**src/rtl/multicycle_alu.sv**
```systemverilog
// Execute-stage ALU with a valid/ready handshake on both sides.
// Logic, arithmetic and compares finish in one cycle; shifts iterate one bit per cycle.
module multicycle_alu #(
    parameter int XLEN = 32
) (
    input  logic            i_clk,
    input  logic            i_rst_n,
    input  logic            i_valid,
    output logic            o_ready,
    input  logic [3:0]      i_ALUCtrl,
    input  logic [XLEN-1:0] i_a,
    input  logic [XLEN-1:0] i_b,
    output logic            o_valid,
    input  logic            i_ready,
    output logic [XLEN-1:0] o_result,
    output logic            o_zero
);

    localparam int SHW = $clog2(XLEN);

    typedef enum logic [1:0] {
        IDLE,
        SHIFT,
        DONE
    } state_t;

    typedef enum logic [3:0] {
        OP_ADD  = 4'b0000,
        OP_SUB  = 4'b0001,
        OP_OR   = 4'b0010,
        OP_AND  = 4'b0011,
        OP_XOR  = 4'b0100,
        OP_SRA  = 4'b0101,
        OP_SRL  = 4'b0110,
        OP_SLL  = 4'b0111,
        OP_SLT  = 4'b1101,
        OP_SLTU = 4'b1110
    } op_t;

    state_t          state;
    state_t          state_next;
    logic [3:0]      op;
    logic [SHW-1:0]  count;
    logic [SHW-1:0]  amount;
    logic            accept;
    logic            is_shift;
    logic [XLEN-1:0] alu_value;
    logic [XLEN-1:0] shifted;

    assign amount   = i_b[SHW-1:0];
    assign accept   = i_valid && o_ready;
    assign is_shift = (i_ALUCtrl == OP_SRA) || (i_ALUCtrl == OP_SRL) || (i_ALUCtrl == OP_SLL);
    assign o_zero   = (o_result == '0);

    always_comb begin
        alu_value = '0;
        case (i_ALUCtrl)
            OP_ADD:  alu_value = i_a + i_b;
            OP_SUB:  alu_value = i_a - i_b;
            OP_OR:   alu_value = i_a | i_b;
            OP_AND:  alu_value = i_a & i_b;
            OP_XOR:  alu_value = i_a ^ i_b;
            OP_SLT:  alu_value = {{(XLEN-1){1'b0}}, ($signed(i_a) < $signed(i_b))};
            OP_SLTU: alu_value = {{(XLEN-1){1'b0}}, (i_a < i_b)};
            default: alu_value = '0;
        endcase
    end

    // One-bit step in the direction of the latched shift op
    always_comb begin
        shifted = o_result;
        case (op)
            OP_SRA:  shifted = {o_result[XLEN-1], o_result[XLEN-1:1]};
            OP_SRL:  shifted = {1'b0, o_result[XLEN-1:1]};
            OP_SLL:  shifted = {o_result[XLEN-2:0], 1'b0};
            default: shifted = o_result;
        endcase
    end

    always_ff @(posedge i_clk or negedge i_rst_n) begin
        if (!i_rst_n) begin
            state <= IDLE;
        end else begin
            state <= state_next;
        end
    end

    always_comb begin
        state_next = state;
        case (state)
            IDLE: begin
                if (accept) begin
                    state_next = (is_shift && (amount != '0)) ? SHIFT : DONE;
                end
            end
            SHIFT: begin
                if (count == SHW'(1)) begin
                    state_next = DONE;
                end
            end
            DONE: begin
                if (i_ready) begin
                    state_next = IDLE;
                end
            end
            default: state_next = IDLE;
        endcase
    end

    always_comb begin
        o_ready = (state == IDLE);
        o_valid = (state == DONE);
    end

    always_ff @(posedge i_clk or negedge i_rst_n) begin
        if (!i_rst_n) begin
            op       <= '0;
            count    <= '0;
            o_result <= '0;
        end else begin
            case (state)
                IDLE: begin
                    if (accept) begin
                        op       <= i_ALUCtrl;
                        count    <= amount;
                        o_result <= is_shift ? i_a : alu_value;
                    end
                end
                SHIFT: begin
                    o_result <= shifted;
                    count    <= count - SHW'(1);
                end
                default: ;
            endcase
        end
    end

endmodule

```
**config.mk**
```make
export PLATFORM = sky130hd
export DESIGN_NAME = multicycle_alu
export DESIGN_NICKNAME = d
export VERILOG_FILES = /design/src/rtl/multicycle_alu.sv
export SDC_FILE = /design/constraint.sdc
export NUM_CORES = 1
export LEC_CHECK = 0
export CORE_MARGIN = 4
export CORE_UTILIZATION = 50
export DETAILED_ROUTE_END_ITERATION = 10
export PLACE_DENSITY = 0.82
export REMOVE_ABC_BUFFERS = 1
export SYNTH_ARGS = -nofsm -noshare
export SYNTH_HDL_FRONTEND = slang
export SYNTH_SLANG_ARGS = --single-unit
export TNS_END_PERCENT = 10
```
**constraint.sdc**
```tcl
create_clock -name i_clk -period 2 [get_ports i_clk]
set_input_delay 0.2 -clock i_clk [delete_from_list [all_inputs] [get_ports i_clk]]
set_output_delay 0.2 -clock i_clk [all_outputs]
set_load 0.01 [all_outputs]
```
==> out/metrics.yaml <==
place:
  dp.cells: 1775
  dp_hpwl_microns: 28800
  gp_congestion: 1.01
  io_buffers: 106
  place_worst_setup_slack_ps: -1630
yosys:
  synth-seq-cells: 43
  synth_compound_area_share_pct: 36.5
  syn_inst: 1138
  synth-adder-area-share_pct: 18.6
  synth.area.mux_share_pct: 1.01
  synth_ff_type: "dfrtp_1"
  yosysWarnings: 0
  synth_xor_area_share_pct: 1.43
  synth_area_sq_mm: 0.00797
  synth_simple_gate_area_share_pct: 20.4
  synth_cell_types: 79
  yosysSeqAreaShare_pct: 13.5
  synth_top_area_share_pct: 18.1
  synth_area_leaders: "ha_1, dfrtp_1, nand2_1, a21oi_1, o21ai_0"
  yosysTopAreaCell: "ha_1"
  synth_top_family_by_area: "compound AO/OA/AOI/OAI gates"
  synthArstFlopShare_pct: 100
  synth_enable_flop_cells: 0
  avgSynthCellArea_sq_um: 7.00
clock_tree:
  clk_path_buf_depth: 2
  htree_levels: 2
  root_buffer: "clkbuf_16"
  cts_tree: "done"
  clock-sinks: 43
  numCtsBuffers: 5
  clkTransAtPathRegs_ps: 80
  clkLatencyLatePin_ps: 300
worst_hold_path:
  whs_path_depth: 3
  holdCritPathClass: "in2reg"
setup_path:
  arrival_ps: 3160
  worstPathCellList: "clkdlybuf4s50_1, buf_4, ha_1, buf_4, a211o_1, o211ai_1, a2111oi_4, buf_4, o211ai_1, nand2b_1, a211o_1, o21ba_2, o21ai_1"
  endpoint_kind: "flip-flop"
  cp_top_family: "compound AO/OA/AOI/OAI gates"
  cp_slowest_cell: "o211ai_1"
  critical_path.most_common_cell: "buf_4"
  timing.critical_path.buf_inv: 4
  cpPeakStageDelay_ps: 440
  crit_type: "in2reg"
  startpoint_type: "input port"
  crit_cells: 13
  critPathMaxFanout: 4
  rr_worst_depth: 8
  required_ps: 2190
route:
  dr.pass1.iters: 6
  antenna_left: 0
  routed_wl_microns: 37400
  drt_iter0_markers: 1517
  drcViolationCount: 0
  via_per_inst: 6.28
  wl_per_cell_microns: 20.8
  num_vias: 11300
sta:
  fmax_ghz: 0.337
  final-hold-violation-count: 0
  slew_viol_final: 0
  relSlewSlack_pct: 62.0
  setup_viol: 30
  fin_ws_ps: -965
  period_share_pct: 148
  period_needed_ps: 2960
  final.setup_skew_ps: 7.27
  tightest_slew_ps: 569
  rsz0062_at_grt: "yes"
  hold_ws_ps: 389
power_and_ir_drop:
  power_density_mw_per_mm2: 709
  power_w: 0.00904
  comb_power_share_pct: 71.6
  pwr-share-seq_pct: 18.4
  sw_frac_of_total_pct: 46.6
  switching_power_w: 0.00422
  p_leak_nw: 6.13
  p_int_w: 0.00483
  peakVddDrop_uv: 497
  p_clk_share_pct: 10.0
grt:
  grt_max_degree: 44
  grt_usage_pct: 39.4
  grt_pass1_vias: 11200
  overflow: 0
  antenna_found_initial: 0
  grt_pass1_wl_microns: 57400
floorplan:
  die_w_microns: 134
  rows: 45
  fp.dieH_microns: 134
  core_area_sq_mm: 0.0154
  io_pins: 107
  initial_utilization_pct: 51.6
  die_area_sq_mm: 0.0180
final_layout:
  fill_cells: 1045
  layout.cells.most_common: "buf_4"
  final_cell_mix: "buf_4, nand2_1, ha_1"
  nets: 1769
  fin_cells: 1792
  antenna_cells_inserted: 0
  drive_gt1_share_pct: 32.8
  utilization_pct: 82.6
  syn2layout_area_growth_pct: 60.0
run_status:
  violations: "setup timing"
  outcome: "finished with violations"
run:
  cap_viol_max_count: 0
final timing paths:
kind / startpoint / endpoint / slack [ps]
worst max-delay path: i_a[4] / o_result[27] / -960
worst min-delay path: i_ALUCtrl[1] / op[1] / 390
worst max register to register: op[3] / o_result[27] / -350
worst min register to register: op[2] / op[2] / 490
max in group asynchronous: i_rst_n / o_result[17] / 1320
min in group asynchronous: i_rst_n / count[3] / 430
per-layer routing:
metal / GRT usage (%) / up-vias / part of all wire, % / routed length, microns
met4: 19.6 / 0 / 5.4 / 2020
li1: - / 5027 / - / -
met1: 49.4 / 5265 / 39 / 14600
met5: 0 / - / 0 / 0
met3: 5.10 / 197 / 9.0 / 3380
met2: 66.5 / 767 / 46 / 17300
worst min-delay path: cells and delay by family:
kind	cells	cell delay (ps)
buffers and inverters	1	310
AND/OR/NAND/NOR	2	140
power groups by stage:
stage	clock [W]	combinational [W]	sequential, W
after floorplan	0	0.00236	0.00180
after global placement	0	0.00585	0.00158
after detailed placement	0	0.00600	0.00159
after CTS	0.000897	0.00618	0.00163
after global routing	0.000936	0.00686	0.00168
final	0.000903	0.00648	0.00166
timing repair:
| action | 4_1_cts | 5_1_grt |
|---|---|---|
| pin swaps | 32 | 26 |
| buffers inserted | 4 | 4 |
| resized for setup | 95 | 47 |
| endpoints found under the hold margin | 43 | 0 |
| hold buffers | 1 | 0 |
| endpoints found under the setup margin | 32 | 34 |
final cells by class:
cell class | instances | area, sq um | area share (%)
clock buffer | 5 | 125 | 0.981
clock inverter | 3 | 25.0 | 0.196
inverter | 101 | 379 | 2.97
multi-input combinational | 919 | 6700 | 52.6
sequential | 43 | 1080 | 8.44
tap | 211 | 264 | 2.07
timing repair buffer | 510 | 4180 | 32.8
synthesized netlist by cell type, types with 10 or more instances:
master,instances
xnor2_1,12
a221oi_1,19
nand3_1,32
o21ai_0,76
a22oi_1,10
clkbuf_1,55
nor3_1,22
nand2b_1,11
o31ai_1,10
a21oi_1,95
o211ai_1,20
nor4_1,16
buf_2,14
dfrtp_1,43
or3_1,10
inv_1,101
a21o_1,23
o21bai_1,17
ha_1,115
a31oi_1,30
a22o_1,10
nand2_1,146
a211oi_1,17
nor2_1,83
registers in the layout, summed over array words and instances, names as in the netlist:
signal / count
op: 4
o_result: 32
state: 2
count: 5
logic make-up (layout without fill, tap and decap cells):
kind of cell,after synthesis,after routing
compound gates,423,423
simple gates,358,358
flops,43,43
fa+ha+maj,117,117
buf+inv,176,619
xor+xnor,13,13
mux,8,8
metrics by stage:
step / TNS (ps) / instance area [sq um]
4_1_cts: -19190 / 12600
3_5_place_dp: -39730 / 12100
2_1_floorplan: -39730 / 7670
3_3_place_gp: -37100 / 12100
5_1_grt: -23550 / 12700
6_report: -20080 / 12700
No activity file was read; power rests on OpenSTA's default activity.
==> variant (config.mk and constraints unchanged) <==
Change the parameter `XLEN` from 32 to 64.
--- a/src/rtl/multicycle_alu.sv
+++ b/src/rtl/multicycle_alu.sv
@@ -1,7 +1,7 @@
 // Execute-stage ALU with a valid/ready handshake on both sides.
 // Logic, arithmetic and compares finish in one cycle; shifts iterate one bit per cycle.
 module multicycle_alu #(
-    parameter int XLEN = 32
+    parameter int XLEN = 64
 ) (
     input  logic            i_clk,
     input  logic            i_rst_n,
Ports: changed (resized i_a, i_b and o_result); port bits go from 107 to 203. The function was not compared with the original's and may differ.
==> variant against the original RTL <==
The flow now stops in 5_1_grt. Synthesized area up 98%.
==> variant: results (changes against the original RTL) <==
{
  "result_of_the_run": {"value": "did not finish", "change": "was finished with violations"},
  "last_stage_reached": {"value": "5_1_grt"},
  "stop_error": {"value": "[ERROR GRT-0116] Global routing finished with congestion. Check the congestion regions in the DRC Viewer."},
  "grt_pass1_wl": {"value": 221000, "unit": "um"},
  "ys.flop_type": {"value": "dfrtp_1", "change": "unchanged"},
  "grt_overflow": {"value": 295},
  "groute.usage.overall": {"value": 82.1, "unit": "%"},
  "maximum_number_of_pins_on_one_net_before_global_route_repair": {"value": 49},
  "placer_congestion_estimate": {"value": 1.17, "change": "was 1.01"},
  "ys_top_cells_by_count": {"value": "nand2_1, a21oi_1, ha_1", "change": "was nand2_1, ha_1, inv_1"},
  "port-buffer-count": {"value": 202, "change": "was 106"},
  "synthesis.yosys.warnings": {"value": 0, "change": "unchanged"},
  "most_used_standard_cell_by_instance_count_after_synthesis": {"value": "nand2_1", "change": "unchanged"},
  "place_hpwl": {"value": 64800, "unit": "um", "change": "was 28800 um"},
  "clockBufferDepth": {"value": 2, "change": "unchanged"},
  "netlist_area": {"value": 15800, "unit": "um2", "change": "was 7970 um2"},
  "cts_inserted_buffers": {"value": 9, "change": "was 5"},
  "synthArstFlopShare": {"value": 100, "unit": "%", "change": "unchanged"},
  "cts_root_buf": {"value": "clkbuf_16", "change": "unchanged"},
  "postPlaceCellArea": {"value": 24200, "unit": "um2", "change": "was 12100 um2"},
  "synth_top_cells_by_area": {"value": "ha_1, dfrtp_1, a21oi_1, nand2_1, inv_1", "change": "was ha_1, dfrtp_1, nand2_1, a21oi_1, o21ai_0"},
  "first_global_vias": {"value": 34174},
  "synth_sequential_area_ratio": {"value": 12.0, "unit": "%", "change": "was 13.5%"},
  "cts-htree-levels": {"value": 3, "change": "was 2"},
  "clkSinkCount": {"value": 76, "change": "was 43"},
  "synth_cell_type_count": {"value": 84, "change": "was 79"}
}
-- variant: changes by cell type after synthesis, sizes merged, moves of 32 or more --
| cell | before | now |
|---|---|---|
| a21oi | 95 | 241 |
| a22oi | 10 | 56 |
| clkbuf | 55 | 124 |
| dfrtp | 43 | 76 |
| ha | 115 | 225 |
| inv | 101 | 206 |
| nand2 | 147 | 282 |
| nand3 | 32 | 66 |
| nor2 | 83 | 149 |
| o21ai | 79 | 147 |
| o21bai | 17 | 49 |
-- variant: logic make-up after synthesis --
family | Yosys count | synth area share (%)
AO/OA/AOI/OAI | 897 | 38.1
AND/OR/NAND/NOR | 720 | 21.2
buffers and inverters | 367 | 8.88
adder cells (fa/ha/maj) | 227 | 18.1
flip-flops | 76 | 12.0
XOR/XNOR | 23 | 1.27
multiplexers | 7 | 0.451
-- variant: metrics by stage --
stage               utilization, %  hold slack [ps]  std cells  worst slack, ps
CTS                           87.2              253       3679             -901
detailed placement            78.3              178       3588            -2170
floorplan                        -            -95.6       2156            -3620
global placement              78.3              169       3588            -2020
-- variant: repair_timing --
action                                  in CTS
gates cloned                                 2
hold endpoints to repair                    28
pin swaps                                  180
hold buffers                                 1
buffers inserted                            73
endpoints found under the setup margin      67
resized for setup                          702
-- variant: metal layers --
| metal | overflow | global-route usage (%) |
|---|---|---|
| met3 | 25 | 76.7 |
| met1 | 16 | 79.8 |
| met5 | 3 | 49.9 |
| met2 | 152 | 92.7 |
| met4 | 99 | 81.1 |
